===== src/rtl/jit_emit_seq.sv =====
// Template expansion sequencer: walks consecutive instruction ids through the
// combinational template ROM and streams the returned ARM words with their code addresses.
module jit_emit_seq #(
   parameter int LEN_W = 4,
   parameter int PC_W  = 32,
   parameter int CNT_W = 16
) (
   input  logic             clk,
   input  logic             rst_n,
   input  logic             req_valid,
   output logic             req_ready,
   input  logic [6:0]       req_start,
   input  logic [LEN_W-1:0] req_len,
   input  logic             pc_load,
   input  logic [PC_W-1:0]  pc_in,
   output logic [6:0]       rom_addr,
   input  logic [31:0]      rom_data,
   output logic             out_valid,
   input  logic             out_ready,
   output logic [31:0]      out_data,
   output logic [PC_W-1:0]  out_pc,
   output logic             done,
   output logic             err_rom,
   output logic             err_range,
   input  logic             clr_err,
   output logic [CNT_W-1:0] word_cnt
);

   // Wide enough for start id (7 bits) plus length without overflow.
   localparam int SUM_W = ((LEN_W > 7) ? LEN_W : 7) + 1;

   typedef enum logic [1:0] {
      S_IDLE = 2'd0,
      S_EMIT = 2'd1,
      S_ERR  = 2'd2
   } state_e;

   state_e           state_q;
   logic [PC_W-1:0]  pc_q;
   logic [6:0]       cur_id_q;
   logic [LEN_W-1:0] rem_q;
   logic             out_valid_q;
   logic [31:0]      out_data_q;
   logic [PC_W-1:0]  out_pc_q;
   logic             done_q;
   logic             err_rom_q;
   logic             err_range_q;
   logic [CNT_W-1:0] word_cnt_q;

   logic [SUM_W-1:0] req_end_d;
   logic             range_bad_d;
   logic             req_fire_d;
   logic             capture_d;
   logic             rom_bad_d;
   logic             unused_pc_lsb;

   assign unused_pc_lsb = ^pc_in[1:0];

   assign req_ready   = (state_q == S_IDLE) && !err_rom_q && !err_range_q;
   assign req_fire_d  = req_valid && req_ready;
   assign req_end_d   = SUM_W'(req_start) + SUM_W'(req_len);
   assign range_bad_d = req_end_d > SUM_W'(128);
   assign capture_d   = !out_valid_q || out_ready;
   assign rom_bad_d   = (rom_data == 32'hFFFF_FFFF);

   assign rom_addr  = cur_id_q;
   assign out_valid = out_valid_q;
   assign out_data  = out_data_q;
   assign out_pc    = out_pc_q;
   assign done      = done_q;
   assign err_rom   = err_rom_q;
   assign err_range = err_range_q;
   assign word_cnt  = word_cnt_q;

   // NOTE: all state uses non-blocking assignments so every register samples
   // pre-edge values; later assignments in the block deliberately override earlier defaults.
   always_ff @(posedge clk) begin
      if (!rst_n) begin
         state_q     <= S_IDLE;
         pc_q        <= '0;
         cur_id_q    <= '0;
         rem_q       <= '0;
         out_valid_q <= 1'b0;
         out_data_q  <= '0;
         out_pc_q    <= '0;
         done_q      <= 1'b0;
         err_rom_q   <= 1'b0;
         err_range_q <= 1'b0;
         word_cnt_q  <= '0;
      end else begin
         done_q <= 1'b0;
         if (out_valid_q && out_ready) out_valid_q <= 1'b0;
         // A flag raised in the same cycle as clr_err wins over the clear.
         if (clr_err) begin
            err_rom_q   <= 1'b0;
            err_range_q <= 1'b0;
         end

         case (state_q)
            S_IDLE: begin
               if (pc_load) pc_q <= {pc_in[PC_W-1:2], 2'b00};
               if (req_fire_d) begin
                  if (range_bad_d) begin
                     err_range_q <= 1'b1;
                     state_q     <= S_ERR;
                  end else if (req_len == '0) begin
                     done_q <= 1'b1;
                  end else begin
                     cur_id_q <= req_start;
                     rem_q    <= req_len;
                     state_q  <= S_EMIT;
                  end
               end
            end
            S_EMIT: begin
               if (capture_d) begin
                  if (rom_bad_d) begin
                     err_rom_q <= 1'b1;
                     state_q   <= S_ERR;
                  end else begin
                     out_data_q  <= rom_data;
                     out_pc_q    <= pc_q;
                     out_valid_q <= 1'b1;
                     pc_q        <= pc_q + PC_W'(4);
                     cur_id_q    <= cur_id_q + 7'd1;
                     rem_q       <= rem_q - LEN_W'(1);
                     word_cnt_q  <= word_cnt_q + CNT_W'(1);
                     if (rem_q == LEN_W'(1)) begin
                        state_q <= S_IDLE;
                        done_q  <= 1'b1;
                     end
                  end
               end
            end
            S_ERR: begin
               if (clr_err) state_q <= S_IDLE;
            end
            default: state_q <= S_IDLE;
         endcase
      end
   end

endmodule


===== config.mk =====
export PLATFORM = sky130hd
export DESIGN_NAME = jit_emit_seq
export DESIGN_NICKNAME = d
export VERILOG_FILES = /design/src/rtl/jit_emit_seq.sv
export SDC_FILE = /design/constraint.sdc
export NUM_CORES = 1
export LEC_CHECK = 0
export CORE_AREA = 4 4 117 119
export DETAILED_ROUTE_END_ITERATION = 10
export DIE_AREA = 0 0 121 123
export PLACE_DENSITY = 0.77
export SLEW_MARGIN = 15
export SYNTH_ARGS = -nofsm -noshare
export SYNTH_HDL_FRONTEND = slang
export SYNTH_SLANG_ARGS = --single-unit

===== constraint.sdc =====
create_clock -name clk -period 3.18 [get_ports clk]
set_input_delay 0.318 -clock clk [delete_from_list [all_inputs] [get_ports clk]]
set_output_delay 0.318 -clock clk [all_outputs]
set_load 0.1 [all_outputs]

==> flow_metrics.py <==
metrics = {
    "timing": {
        "worst_pin_slew_ps": 1030,
        "timing.final.hold_violations": 0,
        "report.final.slew_viol_count": 0,
        "finalClockSkew_ps": 4.60,
        "grt_setup_unrepaired": "false",
        "final-setup-viol-count": 0,
        "fmaxAchievable_mhz": 380,
        "final_period_minus_worst_setup_slack_ps": 2630,
        "slew_headroom_pct": 30.9,
        "setup-tns-final_ps": 0,
        "final.period_utilization_pct": 82.8,
    },
    "routing": {
        "vias": 6120,
        "drt-pass1-iter-count": 5,
        "route.antenna.remaining_nets": 0,
        "routed_wirelength_mm": 17.2,
        "drt_drc_violations_left": 0,
        "detailedRoute.firstIterationViolations": 322,
        "vias_per_cell": 5.48,
        "wl_per_cell_um": 15.5,
    },
    "logic_synthesis": {
        "syn_area_cell_sq_um": 7.65,
        "post-synth-top-count-cell": "sky130_fd_sc_hd__nand2_1",
        "synthesis.area_sq_um": 6020,
        "postSynthCellCount": 787,
        "synth_area_leader_cell": "sky130_fd_sc_hd__dfxtp_1",
        "yosys_register_bits": 125,
        "dominantRegCellSynth": "sky130_fd_sc_hd__dfxtp_1",
        "number_of_flops_mapped_to_enable_cells_by_yosys": 0,
        "distinct_cell_type_count_of_the_synthesized_netlist": 58,
        "proportion_of_register_bits_with_asynchronous_set_or_reset_after_synthesis_pct": 0,
        "yosysWarningCount": 0,
        "netlist.area_leader.share_pct": 41.6,
        "synth_seq_area_share_pct": 41.6,
        "synth_top_cells_by_area": "sky130_fd_sc_hd__dfxtp_1 (42%), sky130_fd_sc_hd__nand2_1 (12%), sky130_fd_sc_hd__a21oi_1 (9.2%)",
        "netlist_top_cells_count": "sky130_fd_sc_hd__nand2_1 (190), sky130_fd_sc_hd__dfxtp_1 (125), sky130_fd_sc_hd__a21oi_1 (111)",
    },
    "pwr": {
        "static-leakage-power_uw": 0.00288,
        "power.total_uw": 5520,
        "ir_worst_vdd_v": 0.000411,
        "power.density_cell_area_nw_per_um2": 659,
    },
    "worst_hold_path": {
        "hold_path_end": "out_pc[12]",
        "hold_path.class": "register to register",
        "worst_hold_path.num_cells": 2,
        "launch_instance_of_the_worst_min_delay_path": "out_pc[12]",
    },
    "floorplanning": {
        "i_o_pin_total": 173,
        "total_core_area_sq_um": 12600,
        "die_footprint_sq_um": 14900,
        "dieWidth_um": 121,
        "initial_utilization_pct": 47.9,
        "die_height_um": 123,
        "fp-row-count": 41,
    },
    "global_route": {
        "gr-usage-all-layers_pct": 22.8,
        "grt_start_max_net_pins": 71,
        "grt_pass1_wl_mm": 27.5,
        "antenna_violations_before_repair": 0,
        "first_global_vias": 5625,
        "overflow": 0,
    },
    "cells_and_area": {
        "layout.area.seq_sq_um": 2500,
        "layout.nets": 1024,
        "multi_input_area_sq_um": 3280,
        "layout-area-overhead-vs-synth_pct": 39.4,
        "fill_cells": 1082,
        "antenna_cells_inserted": 0,
        "fraction_of_layout_cells_with_a_size_suffix_above_1_pct": 7.52,
    },
    "critical_path": {
        "critical_path.endpoint_type": "register",
        "worst-r2r-cell-count": 7,
        "critical-path-slowest-cell": "sky130_fd_sc_hd__clkdlybuf4s50_1",
        "start_kind": "input pin",
        "crit_path_max_incr_delay_ps": 470,
        "cell_repeated_most_along_the_worst_path": "sky130_fd_sc_hd__or3_1",
        "critPathKind": "input pin to register",
        "ff2ff_setup_slack_ps": 920,
        "worstPathArrival_ps": 2970,
        "r2r_start": "state_q[1]",
        "worst_r2r_endpoint": "word_cnt[2]",
        "critPathMaxFanout": 7,
        "cp_data_required_time_ps": 3520,
        "path_cells": "clkdlybuf4s50_1 > ha_1 > fa_1 > xor2_1 > or3_1 > a41oi_1 > o211ai_1 > or3_1 > a21oi_1",
    },
    "clock_network": {
        "post_cts_resize_count": 0,
        "post-cts-setup-buffer-count": 0,
        "clock_edge_transition_at_the_registers_on_the_reported_setup_and_hold_paths_ps": 50,
        "numCtsBuffers": 17,
        "cts_tree": "yes",
        "clk_latency_ps": 410,
        "clock_sink_count": 125,
        "htreeDepth": 4,
        "clock-root-buffer": "sky130_fd_sc_hd__clkbuf_16",
        "cts_max_path_buffers": 2,
        "cts_hold_repair.buffers": 0,
    },
    "placed_design": {
        "globalplace.congestion": 0.873,
        "dpl.hpwl_mm": 11.8,
        "buffer_ports.inserted": 168,
    },
    "run": {
        "timing.max_cap.violations": 0,
    },
    "outcome": {
        "status": "complete, no violations",
    },
}
area by class of cell:
class | instances | share of cell area [%]
clock inverters | 8 | 0.805
repair buffers | 184 | 21.8
clock buffers | 22 | 5.65
flip-flops and latches | 125 | 29.8
inverters | 5 | 0.239
well taps | 172 | 2.57
multi-input cells | 600 | 39.1
worst max path at each step:
| stage | start | to | cells past startpoint |
|---|---|---|---|
| finish | req_len[0] | rom_addr[0] | 9 |
| global route | req_len[0] | rom_addr[0] | 9 |
| CTS | req_len[0] | rom_addr[0] | 9 |
| detailed placement | req_len[0] | rom_addr[0] | 9 |
| global placement | req_len[0] | rom_addr[0] | 9 |
| floorplan | state_q[0] | req_ready | 4 |
per-layer routing:
metal / routed length (um) / part of all wire [%] / up-vias / track usage (%)
li1: - / - / 3086 / -
met1: 7770 / 45 / 2803 / 30.0
met2: 7820 / 45 / 203 / 35.5
met3: 1280 / 7.4 / 28 / 6.77
met4: 377 / 2.2 / 0 / 8.78
met5: 0 / 0 / - / 0
stage by stage:
stage                     util [%]  area [sq um]  cells  hold WS (ps)  setup slack [ps]
final                         66.7          8390   1116           450               548
after global routing          66.7          8390   1116           469               402
after CTS                     66.7          8390   1116           453               570
after detailed placement      62.4          7850   1086           445               137
after global placement        62.4          7850   1086           440               182
after floorplan                  -          6030    788           445               251
registers in the layout (all words and copies together) (netlist names):
name / flops
done: 1
out_data: 32
out_valid: 1
rem_q: 4
word_cnt: 16
err_range: 1
pc_q: 30
rom_addr: 7
out_pc: 30
err_rom: 1
state_q: 2
cell usage in the layout (no fill, tap or decap), types with 3 or more instances in the layout:
cell type                           n
sky130_fd_sc_hd__and3_1             4
sky130_fd_sc_hd__ha_1               9
sky130_fd_sc_hd__o21a_1             8
sky130_fd_sc_hd__clkinv_2           7
sky130_fd_sc_hd__nor2_1            47
sky130_fd_sc_hd__nor3_1            19
sky130_fd_sc_hd__xnor2_1            9
sky130_fd_sc_hd__o221a_2            8
sky130_fd_sc_hd__nand3_1           24
sky130_fd_sc_hd__and2_1             7
sky130_fd_sc_hd__inv_1              4
sky130_fd_sc_hd__nand2b_1           5
sky130_fd_sc_hd__buf_4             16
sky130_fd_sc_hd__nor4_1             7
sky130_fd_sc_hd__o211ai_1           4
sky130_fd_sc_hd__o21ai_0           19
sky130_fd_sc_hd__o31ai_1           11
sky130_fd_sc_hd__nand4_1           24
sky130_fd_sc_hd__a21boi_0           5
sky130_fd_sc_hd__clkdlybuf4s50_1  165
sky130_fd_sc_hd__a211oi_1           9
sky130_fd_sc_hd__or3_1              8
sky130_fd_sc_hd__clkbuf_8           3
sky130_fd_sc_hd__o32ai_1            8
sky130_fd_sc_hd__a31oi_1            7
sky130_fd_sc_hd__and4_1             4
sky130_fd_sc_hd__nor4_2             3
sky130_fd_sc_hd__nor3b_1            3
sky130_fd_sc_hd__xor2_1             5
sky130_fd_sc_hd__nand2_1          190
sky130_fd_sc_hd__clkbuf_16         17
sky130_fd_sc_hd__dfxtp_1          125
sky130_fd_sc_hd__a21o_1             3
sky130_fd_sc_hd__or4_1              4
sky130_fd_sc_hd__a21oi_1          111
sky130_fd_sc_hd__buf_12             3
report_power, final:
part,total [uW],internal (uW),switching (uW)
combinational,1820,549,1270
sequential,1930,1750,180
clock,1770,1120,658
cells by family after synthesis:
group,Yosys count,synth area share [%]
and+or+nand+nor,361,27.6
AOI/OAI and AO/OA,211,21.7
DFF,125,41.6
buffers and inverters,63,4.53
xor gates and xnor gates,14,2.04
adders and majority gates,10,2.20
muxes,2,0.333
other,1,0.0623
critical path: cells and delay by family:
kind / cells / cell delay [ps]
xor gates and xnor gates: 1 / 150
buffers and inverters: 1 / 470
adders and majority gates: 2 / 640
and+or+nand+nor: 2 / 710
AOI/OAI and AO/OA: 3 / 680
Power figures use the tool's default switching activity.
